File: config.mk
export PLATFORM = sky130hd
export DESIGN_NAME = matmul_arbiter
export DESIGN_NICKNAME = d
export VERILOG_FILES = /design/src/rtl/matmul_arbiter.sv
export SDC_FILE = /design/constraint.sdc
export NUM_CORES = 1
export LEC_CHECK = 0
export BUFFER_PORTS_ARGS = -buffer_cell sky130_fd_sc_hd__buf_2
export CORE_MARGIN = 2
export CORE_UTILIZATION = 35
export CTS_BUF_LIST = sky130_fd_sc_hd__clkbuf_4 sky130_fd_sc_hd__clkbuf_8
export CTS_CLUSTER_SIZE = 40
export DETAILED_ROUTE_END_ITERATION = 10
export GPL_TIMING_DRIVEN = 0
export PLACE_DENSITY_LB_ADDON = 0.25
export REMOVE_ABC_BUFFERS = 1
export SYNTH_ARGS = -nofsm -noshare
export SYNTH_HDL_FRONTEND = slang
export SYNTH_SLANG_ARGS = --single-unit
File: constraint.sdc
create_clock -name clk_i -period 6.6 [get_ports clk_i]
set_clock_uncertainty 0.15 [all_clocks]
set_input_delay 0.99 -clock clk_i [delete_from_list [all_inputs] [get_ports clk_i]]
set_output_delay 0.99 -clock clk_i [all_outputs]
set_load 0.01 [all_outputs]
File: src/rtl/matmul_arbiter.sv
// Round-robin, credit-checked arbiter sharing one fixed-latency matrix multiplier among NUM_REQ
// requesters. Optional perf counters are enabled by defining MATMUL_ARB_PERF_EN.
module matmul_arbiter #(
  parameter int unsigned NUM_REQ          = 4,
  parameter int unsigned DATA_WIDTH       = 8,
  parameter int unsigned A_ROWS           = 2,
  parameter int unsigned B_COLUMNS        = 2,
  parameter int unsigned A_COLUMNS_B_ROWS = 2,
  parameter int unsigned C_DATA_WIDTH     = 2 * DATA_WIDTH + $clog2(A_COLUMNS_B_ROWS),
  parameter int unsigned MM_LATENCY       = 1,
  parameter int unsigned FIFO_DEPTH       = 4,
  parameter int unsigned ID_W             = (NUM_REQ > 1) ? $clog2(NUM_REQ) : 1
) (
  input  logic                                                          clk_i,
  input  logic                                                          reset_ni,
  input  logic [NUM_REQ-1:0]                                            req_valid_i,
  output logic [NUM_REQ-1:0]                                            req_ready_o,
  input  logic [NUM_REQ-1:0][A_ROWS*A_COLUMNS_B_ROWS-1:0][DATA_WIDTH-1:0] req_a_i,
  input  logic [NUM_REQ-1:0][A_COLUMNS_B_ROWS*B_COLUMNS-1:0][DATA_WIDTH-1:0] req_b_i,
  output logic                                                          mm_valid_o,
  output logic [A_ROWS*A_COLUMNS_B_ROWS-1:0][DATA_WIDTH-1:0]            mm_a_o,
  output logic [A_COLUMNS_B_ROWS*B_COLUMNS-1:0][DATA_WIDTH-1:0]         mm_b_o,
  input  logic                                                          mm_valid_i,
  input  logic [A_ROWS*B_COLUMNS-1:0][C_DATA_WIDTH-1:0]                 mm_c_i,
  output logic                                                          resp_valid_o,
  input  logic                                                          resp_ready_i,
  output logic [ID_W-1:0]                                               resp_id_o,
  output logic [A_ROWS*B_COLUMNS-1:0][C_DATA_WIDTH-1:0]                 resp_c_o,
`ifdef MATMUL_ARB_PERF_EN
  output logic [NUM_REQ-1:0][15:0]                                      perf_grants_o,
  output logic [15:0]                                                   perf_stall_o,
`endif
  output logic                                                          err_o
);

  localparam int unsigned NA   = A_ROWS * A_COLUMNS_B_ROWS;
  localparam int unsigned NB   = A_COLUMNS_B_ROWS * B_COLUMNS;
  localparam int unsigned NC   = A_ROWS * B_COLUMNS;
  localparam int unsigned CntW = $clog2(FIFO_DEPTH + 1);
  localparam int unsigned PtrW = (FIFO_DEPTH > 1) ? $clog2(FIFO_DEPTH) : 1;

  logic                              mm_valid_q;
  logic [NA-1:0][DATA_WIDTH-1:0]     mm_a_q;
  logic [NB-1:0][DATA_WIDTH-1:0]     mm_b_q;
  logic [ID_W-1:0]                   mm_id_q;
  logic [MM_LATENCY-1:0]             tag_v_q;
  logic [MM_LATENCY-1:0][ID_W-1:0]   tag_id_q;
  logic [ID_W-1:0]                   rr_q, rr_d;
  logic [CntW-1:0]                   cnt_q, cnt_d;
  logic [CntW-1:0]                   fcnt_q, fcnt_d;
  logic [PtrW-1:0]                   wptr_q, wptr_d, rptr_q, rptr_d;
  logic [NC-1:0][C_DATA_WIDTH-1:0]   mem_c_q [FIFO_DEPTH];
  logic [ID_W-1:0]                   mem_id_q [FIFO_DEPTH];
  logic                              err_q, err_d;

  logic            gnt_found, credit_ok, accept, pop, wr_en;
  logic [ID_W-1:0] gnt_idx;
  logic [ID_W:0]   cand;

  // Rotating priority search starting at the round-robin pointer.
  always_comb begin
    gnt_found = 1'b0;
    gnt_idx   = '0;
    cand      = '0;
    for (int unsigned i = 0; i < NUM_REQ; i++) begin
      cand = {1'b0, rr_q} + (ID_W + 1)'(i);
      if (cand >= (ID_W + 1)'(NUM_REQ)) cand = cand - (ID_W + 1)'(NUM_REQ);
      if (!gnt_found && req_valid_i[cand[ID_W-1:0]]) begin
        gnt_found = 1'b1;
        gnt_idx   = cand[ID_W-1:0];
      end
    end
  end

  assign credit_ok = (cnt_q < CntW'(FIFO_DEPTH));
  assign accept    = credit_ok && gnt_found;
  assign pop       = resp_valid_o && resp_ready_i;
  assign wr_en     = tag_v_q[MM_LATENCY-1];

  always_comb begin
    req_ready_o = '0;
    if (accept) req_ready_o[gnt_idx] = 1'b1;
  end

  always_comb begin
    rr_d = rr_q;
    if (accept) rr_d = (gnt_idx == ID_W'(NUM_REQ - 1)) ? '0 : gnt_idx + ID_W'(1);

    cnt_d = cnt_q;
    if (accept && !pop)      cnt_d = cnt_q + CntW'(1);
    else if (!accept && pop) cnt_d = cnt_q - CntW'(1);

    fcnt_d = fcnt_q;
    if (wr_en && !pop)      fcnt_d = fcnt_q + CntW'(1);
    else if (!wr_en && pop) fcnt_d = fcnt_q - CntW'(1);

    wptr_d = wptr_q;
    if (wr_en) wptr_d = (wptr_q == PtrW'(FIFO_DEPTH - 1)) ? '0 : wptr_q + PtrW'(1);
    rptr_d = rptr_q;
    if (pop) rptr_d = (rptr_q == PtrW'(FIFO_DEPTH - 1)) ? '0 : rptr_q + PtrW'(1);

    // Any disagreement between the multiplier and our own tag pipe is latched.
    err_d = err_q | (mm_valid_i != tag_v_q[MM_LATENCY-1]);
  end

  always_ff @(posedge clk_i) begin
    if (!reset_ni) begin
      mm_valid_q <= 1'b0;
      mm_a_q     <= '0;
      mm_b_q     <= '0;
      mm_id_q    <= '0;
      tag_v_q    <= '0;
      tag_id_q   <= '0;
      rr_q       <= '0;
      cnt_q      <= '0;
      fcnt_q     <= '0;
      wptr_q     <= '0;
      rptr_q     <= '0;
      err_q      <= 1'b0;
      for (int unsigned i = 0; i < FIFO_DEPTH; i++) begin
        mem_c_q[i]  <= '0;
        mem_id_q[i] <= '0;
      end
    end else begin
      mm_valid_q <= accept;
      if (accept) begin
        mm_a_q  <= req_a_i[gnt_idx];
        mm_b_q  <= req_b_i[gnt_idx];
        mm_id_q <= gnt_idx;
      end
      tag_v_q[0]  <= mm_valid_q;
      tag_id_q[0] <= mm_id_q;
      for (int unsigned s = 1; s < MM_LATENCY; s++) begin
        tag_v_q[s]  <= tag_v_q[s-1];
        tag_id_q[s] <= tag_id_q[s-1];
      end
      if (wr_en) begin
        mem_c_q[wptr_q]  <= mm_c_i;
        mem_id_q[wptr_q] <= tag_id_q[MM_LATENCY-1];
      end
      rr_q   <= rr_d;
      cnt_q  <= cnt_d;
      fcnt_q <= fcnt_d;
      wptr_q <= wptr_d;
      rptr_q <= rptr_d;
      err_q  <= err_d;
    end
  end

  assign mm_valid_o   = mm_valid_q;
  assign mm_a_o       = mm_a_q;
  assign mm_b_o       = mm_b_q;
  assign resp_valid_o = (fcnt_q != '0);
  assign resp_c_o     = mem_c_q[rptr_q];
  assign resp_id_o    = mem_id_q[rptr_q];
  assign err_o        = err_q;

`ifdef MATMUL_ARB_PERF_EN
  logic [NUM_REQ-1:0][15:0] perf_grants_q;
  logic [15:0]              perf_stall_q;

  always_ff @(posedge clk_i) begin
    if (!reset_ni) begin
      perf_grants_q <= '0;
      perf_stall_q  <= '0;
    end else begin
      if (accept && perf_grants_q[gnt_idx] != 16'hffff) begin
        perf_grants_q[gnt_idx] <= perf_grants_q[gnt_idx] + 16'd1;
      end
      if ((|req_valid_i) && !credit_ok && perf_stall_q != 16'hffff) begin
        perf_stall_q <= perf_stall_q + 16'd1;
      end
    end
  end

  assign perf_grants_o = perf_grants_q;
  assign perf_stall_o  = perf_stall_q;
`endif

endmodule
==> flow_summary.toml, run 1 <==
[logic_synthesis]
synth_edf_count = 280
synthCells = 1534
synth_commonest_cells = "and2_1 (280), edfxtp_1 (280), and3_1 (198)"
syn_area_per_cell_um2 = 12.0
synth.largest_area_cell = "edfxtp_1"
ys.flop_type = "edfxtp_1"
syn-cell-area_um2 = 18400
seq_area_frac_synth_pct = 54.8
async_flop_share_pct = 0
yosys.area.top_type_share_pct = 45.6
synth_seq_cells = 365
yosysWarnings = 0
ys_top_cells_by_area = "edfxtp_1 (46%), and2_1 (9.5%), dfxtp_1 (9.2%), mux4_2 (8.6%), and3_1 (6.7%)"
synth_cell_types = 39

[timing]
maxSlewViolCount = 0
fmax_ghz = 0.259
holdWs_ns = 0.307
rsz0062_at_grt = "false"
max_slew_margin_pct = 39.8
fin_crit_ns = 3.86
tightest_slew_ns = 0.899
fin_crit_sh_pct = 58.5
hold_viol = 0
finalSetupViolations = 0

[cts]
cts_resized = 0
clkSlewWorstSetupHoldPaths_ns = 0.05
h-tree-depth = 3
cts_root_buf = "clkbuf_8"
cts.sinks = 365
clk_latency_ns = 0.62
clk_path_buf_depth = 3
ctsHoldBuffers = 0
postCtsSetupRepairBufs = 0
cts_made_buffers = 68
cts_tree = "yes"

[setup_path]
crit_path_end_kind = "output pin"
cp-start-kind = "input pin"
cp.arrival_ns = 2.72
required_ns = 5.46
crit_chain = "buf_2 > nor2b_1 > a211oi_1 > or2_2 > inv_1 > ha_1 > and2_1 > buf_2"
ff2ff_setup_slack_ns = 3.55
worstSetupPathType = "in2out"
crit_fanout = 4
reg2regPathDepth = 10
r2r_end = "mm_b_o[7]"
cpPeakStageDelay_ns = 0.66
startpoint = "req_valid_i[2]"
cp_common_cell = "buf_2"
cpMaxStageDelayCell = "a211oi_1"
r2r-start = "rr_q[0]"
endpoint = "req_ready_o[2]"

[placed_design]
gp_congestion = 0.831
io_buffer_count = 472
placed_cells = 2589
post-dp-hpwl_um = 38000

[grt]
grt_pass1_wl_um = 84400
antenna_found_initial = 19
grt_max_degree = 111
grt_usage_pct = 20.4
grt_overflow = 0
grt_pass1_vias = 14283

[drt]
drt_wl_total_um = 56800
remaining_drc_errors = 0
via_per_inst = 5.23
drt_iter0_markers = 729
dr.pass1.iters = 4
routedWlPerCell_um = 20.9
vias = 14204
ant_nets = 0

[pwr]
power.total_mw = 7.32
p_leak_nw = 9.97
vdd_drop_max_mv = 0.156
power.density_nw_per_um2 = 316

[flow_run]
maxCapViolCount = 0

[floorplanning]
start_util_pct = 35.2
core_um2 = 52300
pin_count = 473
die_y_um = 234
die_area_um2 = 54500
dieWidth_um = 234
rows = 84

[finish]
area_growth_pct = 25.7
instances_no_fill = 2715
drive_gt1_share_pct = 35.4
nets = 2313

[min_path]
hp-class = "reg2reg"

[run_status]
status = "completed"
metal layers:
metal	global-route usage, %	wire [um]	up-vias
met5	0	36	-
met4	8.03	1720	6
met3	6.43	4650	112
met2	35.0	28700	472
met1	23.7	21700	6958
li1	-	-	6656
placed cells by master, fill, tap and decap left out, drive strengths merged, types with 13 or more instances in the layout:
cell and n:
buf 517, and2 280, edfxtp 280, and3 198, clkbuf 96, dfxtp 85
a21oi 72, mux4 70, o21ai 67, nand3 66, a21boi 63, o32a 63
o21a 63, clkinv 14, nand2 13
flip-flops by register name (all words and copies together) (netlist names), named ones only:
name / cells
rr_q: 2
err_o: 1
mem_id_q: 8
mm_a_o: 32
mem_c_q: 272
mm_b_o: 32
tag_id_q: 2
mm_valid_o: 1
rptr_q: 2
tag_v_q: 1
mm_id_q: 2
fcnt_q: 3
wptr_q: 2
cnt_q: 3
final cells by class:
cell class                      count  area (um^2)
Fill cell                        4964        29200
Sequential cell                   365        10100
Multi-Input combinational cell   1011         7750
Timing Repair Buffer              517         3110
Clock buffer                       96         1160
Tap cell                          688          861
Clock inverter                     20          111
Inverter                            8         30.0
Antenna cell                       10         25.0
critical path: cells and delay by family:
family | cells | cell delay (ns)
AO/OA/AOI/OAI | 1 | 0.66
adder cells (fa/ha/maj) | 1 | 0.19
buffers and inverters | 3 | 0.34
AND/OR/NAND/NOR | 3 | 0.54
cells by family after synthesis:
family	synth area share, %
XOR/XNOR	0.238
AO/OA/AOI/OAI	12.6
AND/OR/NAND/NOR	19.4
adder cells (fa/ha/maj)	0.760
buffers and inverters	3.54
multiplexers	8.71
flip-flops	54.8
worst min path at each step:
stage                          start          end  slack, ns  cells after the start
after floorplan           mm_id_q[0]  tag_id_q[0]       0.28                      1
after global placement    mm_id_q[0]   mm_id_q[0]       0.29                      2
after detailed placement  mm_id_q[0]  tag_id_q[0]       0.29                      1
after CTS                 mm_id_q[0]   mm_id_q[0]       0.30                      2
after global routing      mm_id_q[1]   mm_id_q[1]       0.33                      2
final                     mm_id_q[1]   mm_id_q[1]       0.31                      2
per-stage QoR:
| stage | setup slack (ns) | instance area (um^2) | utilization (%) | setup TNS, ns |
|---|---|---|---|---|
| after global placement | -8.93 | 21000 | 40.2 | -3325.41 |
| after global routing | 2.63 | 23200 | 44.2 | 0 |
| after floorplan | 0.345 | 17800 | - | 0 |
| final | 2.74 | 23200 | 44.3 | 0 |
| after detailed placement | 2.33 | 21900 | 41.8 | 0 |
| after CTS | 2.71 | 23100 | 44.2 | 0 |
power by group:
group	leakage, nW	internal, mW	switching [mW]
combinational	5.70	1.04	1.26
sequential	3.60	2.73	0.182
clock	0.669	1.13	0.968
total	9.97	4.91	2.41
No activity file was read; power rests on OpenSTA's default activity.
==> run 2: changes to the inputs <==
--- a/config.mk
+++ b/config.mk
@@ -5,6 +5,7 @@
 export SDC_FILE = /design/constraint.sdc
 export NUM_CORES = 1
 export LEC_CHECK = 0
+export ABC_AREA = 1
 export BUFFER_PORTS_ARGS = -buffer_cell sky130_fd_sc_hd__buf_2
 export CORE_MARGIN = 2
 export CORE_UTILIZATION = 35
==> constraint.sdc (replaced) <==
create_clock -name clk_i -period 3.85 [get_ports clk_i]
set_clock_uncertainty 0.15 [all_clocks]
set_input_delay 0.5775 -clock clk_i [delete_from_list [all_inputs] [get_ports clk_i]]
set_output_delay 0.5775 -clock clk_i [all_outputs]
set_load 0.01 [all_outputs]
==> run 2 against run 1 <==
Clock power increased by 70%. Design area decreased by 2.1%. Total power increased by 130%. Worst hold slack got worse by 0.22 ns. Sequential cell count unchanged. Critical path type is now reg2out. Critical endpoint is now req_ready_o[3]. Largest power group is now combinational logic.
==> flow_summary.toml, run 2 <==
[setup_path]
cp_common_cell = "nand2_1"
cp.arrival_ns = 2.86
path_delay_family = "simple AND/OR/NAND/NOR gates"
crit_path_end_kind = "output pin"
cp-start-kind = "flip-flop"
crit_chain = "inv_2 > nand2_1 > nand2_2 > nand2_1 > nand2_1 > a21oi_4 > nand2_8 > nand2_8 > clkinv_8 > ha_1 > inv_1 > nor2_1 > buf_2"
crit_fanout = 37
required_ns = 3.12
reg2regPathDepth = 16
cpPeakStageDelay_ns = 0.41
r2r_end = "cnt_q[2]"
r2r-start = "rr_q[0]"
ff2ff_setup_slack_ns = 0.31
cpMaxStageDelayCell = "dfxtp_1"
worstSetupPathType = "reg2out"
crit_buf_inv = 4

[floorplanning]
pin_count = 473
rows = 82
dieWidth_um = 230
die_area_um2 = 53100
core_um2 = 50400
die_y_um = 230
start_util_pct = 35.6

[cts]
cts_made_buffers = 68
cts_root_buf = "clkbuf_8"
cts.sinks = 365
h-tree-depth = 3
clkSlewWorstSetupHoldPaths_ns = 0.06
cts_tree = "yes"
clk_latency_ns = 0.63
clk_path_buf_depth = 3

[logic_synthesis]
yosysMostFrequentCell = "nor2_1"
synth_xor_xnor_area_share_pct = 0
synth.largest_area_cell = "edfxtp_1"
synth_commonest_cells = "nor2_1 (565), nand2_1 (354), inv_1 (281)"
synthCells = 2190
ys_top_cells_by_area = "edfxtp_1 (47%), nor2_1 (12%), dfxtp_1 (9.5%), nand2_1 (7.4%), inv_1 (5.9%)"
synth_compound_area_share_pct = 7.34
synth_seq_cells = 365
yosys.area.top_type_share_pct = 46.8
synthSimpleGateAreaFrac_pct = 26.3
yosysWarnings = 0
ys.flop_type = "edfxtp_1"
async_flop_share_pct = 0
post_synth_fa_ha_maj_area_fraction_pct = 0.781
synth_edf_count = 280
synth_cell_types = 30
syn_area_per_cell_um2 = 8.20
muxShareOfSynthArea_pct = 0
syn-cell-area_um2 = 17900
synth_top_family_by_area = "simple AND/OR/NAND/NOR gates"
seq_area_frac_synth_pct = 56.3

[drt]
remaining_drc_errors = 0
dr.pass1.iters = 5
routedWlPerCell_um = 18.1
vias = 16566
drt_wl_total_um = 61300
via_per_inst = 4.91
ant_nets = 0
drt_iter0_markers = 845

[placed_design]
post-dp-hpwl_um = 37200
gp_congestion = 0.870
io_buffer_count = 472

[finish]
largest_reg_flops = 272
area_growth_pct = 26.4
n_fill_cell = 5120
multi_input_area_um2 = 6460
layout_common_cells = "nor2_1 (560), buf_2 (471), nand2_1 (346)"
nets = 2979
drive_gt1_share_pct = 24.1
seqCellArea_um2 = 10100
regMostFlops = "mem_c_q"
final_common_cell = "nor2_1"

[grt]
grt_pass1_vias = 16411
antenna_found_initial = 22
grt_overflow = 0
grt_pass1_wl_um = 91000
grt_usage_pct = 22.3
grt_max_degree = 85

[timing]
holdWs_ns = 0.0835
finalSetupViolations = 0
tightest_slew_ns = 1.25
fin_crit_sh_pct = 93.1
fin_crit_ns = 3.58
hold_viol = 0
fmax_ghz = 0.279
setup_tns_ns = 0
rsz0062_at_grt = "false"
max_slew_margin_pct = 16.8
maxSlewViolCount = 0

[min_path]
holdPathStages = 3
hp-class = "in2reg"
worstHoldStart = "req_a_i[68]"
min_to = "mm_a_o[4]"

[pwr]
power.density_nw_per_um2 = 748
vdd_drop_max_mv = 0.402
power.total_mw = 17.0
p_leak_nw = 11.1

[run_status]
status = "completed"

[flow_run]
maxCapViolCount = 0
run 2: changes by cell type after synthesis, moves of 70 or more:
cell     previous run  this run
and2_1            280         0
and3_1            198         0
inv_1               7       281
mux4_2             70         0
nand2_1            13       354
nand3_1            66       188
nor2_1             10       565
o21ai_0            66       153
o22ai_1             0        71
run 2: worst max path at each step:
stage                     startpoint        endpoint  slack, ns  cells past startpoint
final                        rr_q[1]  req_ready_o[3]       0.27                     13
after global routing       flip-flop    resp_c_o[46]       0.01                      5
after CTS                    rr_q[0]  req_ready_o[3]       0.06                     13
after detailed placement     rr_q[0]  req_ready_o[3]      -1.57                     13
after global placement      reset_ni  mem_c_q[3][30]     -10.81                      4
after floorplan             reset_ni   mem_c_q[3][0]      -3.97                      3
run 2: cells by family (layout without fill, tap and decap cells):
kind of cell / after synthesis / count (layout)
AOI/OAI and AO/OA: 242 / 242
and+or+nand+nor: 1152 / 1161
DFF: 365 / 365
other: 0 / 19
buffers and inverters: 421 / 907
adders and majority gates: 10 / 10
run 2: through the flow:
stage | cells | utilization (%) | setup slack, ns | area (um^2)
final | 3376 | 45.0 | 0.265 | 22700
after CTS | 3351 | 44.8 | 0.0591 | 22600
after floorplan | 2054 | - | -3.97 | 17400
after detailed placement | 3217 | 41.7 | -1.57 | 21000
after global routing | 3371 | 45.0 | 0.00970 | 22700
after global placement | 3198 | 40.8 | -10.81 | 20600
run 2: layout make-up:
class / count / area share [%]
tap: 672 / 3.71
clock inverter: 29 / 0.629
antenna: 19 / 0.210
multi-input combinational: 1413 / 28.5
inverter: 285 / 4.82
sequential: 365 / 44.6
timing repair buffer: 504 / 12.6
clock buffer: 89 / 4.96
run 2: worst register-to-register path: stages (launching register included):
cell	delay, ns
dfxtp_4	0.38
inv_2	0.13
nand2_1	0.08
nand2_2	0.09
nand2_1	0.11
o21ai_1	0.20
inv_1	0.11
nand3_1	0.09
nand2_1	0.38
inv_6	0.57
ha_1	0.24
inv_1	0.07
fa_1	0.37
a21oi_1	0.14
o21ai_0	0.11
o21ai_0	0.15
a21oi_1	0.06
run 2: layer usage:
metal	up-vias	share of wire, %	global-route usage, %
li1	7970	-	-
met1	7835	38	25.2
met2	612	50	39.3
met3	143	7.8	5.74
met4	6	4.7	10.8
met5	-	0.060	0
run 2: what timing repair did:
| item | in CTS | in global routing |
|---|---|---|
| hold buffers | 2 | 0 |
| setup buffers | 6 | 5 |
| endpoints found under the hold margin | 2 | 0 |
| endpoints found under the setup margin | 74 | 117 |
| gates cloned | 8 | 1 |
| gates resized for setup | 24 | 6 |
| pin swaps | 6 | 2 |
run 2: where the power goes:
group	internal (mW)	switching, mW	total [mW]
Clock	1.91	1.67	3.58
Sequential	4.97	0.409	5.38
Combinational	2.60	5.41	8.01
==> run 3: changes to the inputs <==
--- a/config.mk
+++ b/config.mk
@@ -13,6 +13,7 @@
 export CTS_CLUSTER_SIZE = 40
 export DETAILED_ROUTE_END_ITERATION = 10
 export GPL_TIMING_DRIVEN = 0
+export HOLD_SLACK_MARGIN = 0.12
 export PLACE_DENSITY_LB_ADDON = 0.25
 export REMOVE_ABC_BUFFERS = 1
 export SYNTH_ARGS = -nofsm -noshare
==> constraint.sdc (replaced) <==
create_clock -name clk_i -period 4.23 [get_ports clk_i]
set_clock_uncertainty 0.15 [all_clocks]
set_input_delay 0.6345 -clock clk_i [delete_from_list [all_inputs] [get_ports clk_i]]
set_output_delay 0.6345 -clock clk_i [all_outputs]
set_load 0.01 [all_outputs]
==> run 3 against run 2 <==
Register-to-register slack better by 0.06 ns. Largest cell class unchanged. Wire length shrank 1.2%. Sequential power decreased by 8.2%. Clock power fell by 9.2%. Sequential cell count stayed put. Worst hold slack gained 0.10 ns. Utilization down 0.26 points. Count of clock-buffer cells in the layout did not move.
==> flow_summary.toml, run 3 (same netlist as run 2, synthesis figures left out) <==
[setup_path]
cp-start-kind = "flip-flop"
crit_path_end_kind = "output pin"
cp.arrival_ns = 3.17
cp.depth = 11
cpPeakStageDelay_ns = 0.51
crit_fanout = 34
cpMaxStageDelayCell = "dfxtp_4"
required_ns = 3.45
crit_buf_inv = 2
worstSetupPathType = "reg2out"
crit_chain = "nand2_1 > nand3_1 > nand2_1 > nor2_1 > nand3_2 > nand3_1 > nand2_8 > ha_1 > inv_1 > nor2_1 > buf_2"
reg2regPathDepth = 11
path_delay_family = "simple AND/OR/NAND/NOR gates"

[pwr]
p_leak_nw = 11.1
vdd_drop_max_mv = 0.369
power.density_nw_per_um2 = 677
power.total_mw = 15.3

[grt]
grt_pass1_vias = 16385
grt_overflow = 0
grt_usage_pct = 22.1
grt_pass1_wl_um = 90300
grt_max_degree = 85
antenna_found_initial = 22

[finish]
area_growth_pct = 25.7
regMostFlops = "mem_c_q"
nets = 2971
largest_reg_flops = 272
final_common_cell = "nor2_1"
drive_gt1_share_pct = 23.7
layout_common_cells = "nor2_1 (561), buf_2 (472), nand2_1 (346)"

[cts]
clk_path_buf_depth = 3
cts_tree = "yes"
clk_latency_ns = 0.62
h-tree-depth = 3
cts_made_buffers = 68
cts.sinks = 365
cts_root_buf = "clkbuf_8"
clkSlewWorstSetupHoldPaths_ns = 0.05

[floorplanning]
dieWidth_um = 230
pin_count = 473
die_y_um = 230
core_um2 = 50400
start_util_pct = 35.6
die_area_um2 = 53100
rows = 82

[placed_design]
io_buffer_count = 472
gp_congestion = 0.870
post-dp-hpwl_um = 37200
place_ws_ns = -1.30

[timing]
max_slew_margin_pct = 15.8
fin_crit_sh_pct = 93.6
fin_crit_ns = 3.96
hold_viol = 0
rsz0062_at_grt = "false"
setup_tns_ns = 0
setup_ws_ns = 0.272
fmax_ghz = 0.253
maxSlewViolCount = 0
finalSetupViolations = 0
tightest_slew_ns = 1.26

[drt]
wl_met3_um = 4810
vias = 16517
dr.pass1.iters = 5
remaining_drc_errors = 0
routedWlPerCell_um = 18.0
wl_met2_um = 30100
ant_nets = 0
top_layer_used = "met5"
met1_length_um = 22900
drt_iter0_markers = 842
via_per_inst = 4.91
drt_wl_total_um = 60500

[min_path]
holdPathStages = 4
hp-class = "in2reg"

[run_status]
status = "completed"

[flow_run]
maxCapViolCount = 0
run 3: cell count changes in the layout (fill, tap and decap cells not counted), moves of 2 or more:
| cell | delta |
|---|---|
| buf_4 | -7 |
| diode_2 | -4 |
| nand2_4 | -3 |
| nand2_2 | +2 |
| nand3_4 | -2 |
run 3: repair_timing:
item | CTS | global route
endpoints found under the hold margin | 3 | 0
gates cloned | 7 | 1
endpoints found under the setup margin | 41 | 3
buffers inserted | 0 | 3
pin swaps | 3 | 4
resized for setup | 16 | 3
hold buffers | 3 | 0
run 3: worst register-to-register path, stage by stage (launching register included):
cell and delay [ns]:
dfxtp_4 0.51, inv_2 0.13, nand2_1 0.09, nand2_2 0.07, o21ai_1 0.24, inv_1 0.11, nand3_1 0.11, nand2_1 0.36
inv_4 0.67, nand2_2 0.65, nor3b_1 0.58, nor2_1 0.07
run 3: final timing paths:
check	start	endpoint	slack, ns
setup / recovery	rr_q[0]	req_ready_o[0]	0.27
setup reg to reg	rr_q[0]	mm_a_o[16]	0.37
hold / removal	req_a_i[97]	mm_a_o[1]	0.19
hold reg to reg	mm_id_q[1]	tag_id_q[1]	0.28
run 3: where the power goes:
| group | switching [mW] | internal, mW |
|---|---|---|
| clock | 1.52 | 1.74 |
| sequential | 0.424 | 4.52 |
| combinational | 4.79 | 2.29 |
| total | 6.73 | 8.55 |
run 3: area by class of cell:
cell class	count	area, um^2
fill	5134	27800
sequential	365	10100
multi-input combinational	1412	6420
timing repair buffer	497	2790
clock buffer	89	1120
inverter	285	1090
tap	672	841
clock inverter	29	143
antenna	15	37.5
run 3: metrics by stage:
| step | std cells | utilization, % | hold slack [ns] | cell area, um^2 |
|---|---|---|---|---|
| 5_1_grt | 3363 | 44.8 | 0.156 | 22600 |
| 6_report | 3364 | 44.8 | 0.188 | 22600 |
| 3_3_place_gp | 3198 | 40.8 | 0.262 | 20600 |
| 2_1_floorplan | 2054 | - | 0.249 | 17400 |
| 4_1_cts | 3345 | 44.6 | 0.120 | 22500 |
| 3_5_place_dp | 3217 | 41.7 | 0.268 | 21000 |
run 3: layer usage:
metal / up-vias / GRT usage [%]
li1: 7946 / -
met1: 7793 / 24.9
met2: 636 / 38.7
met3: 136 / 5.87
met4: 6 / 11.1
met5: - / 0
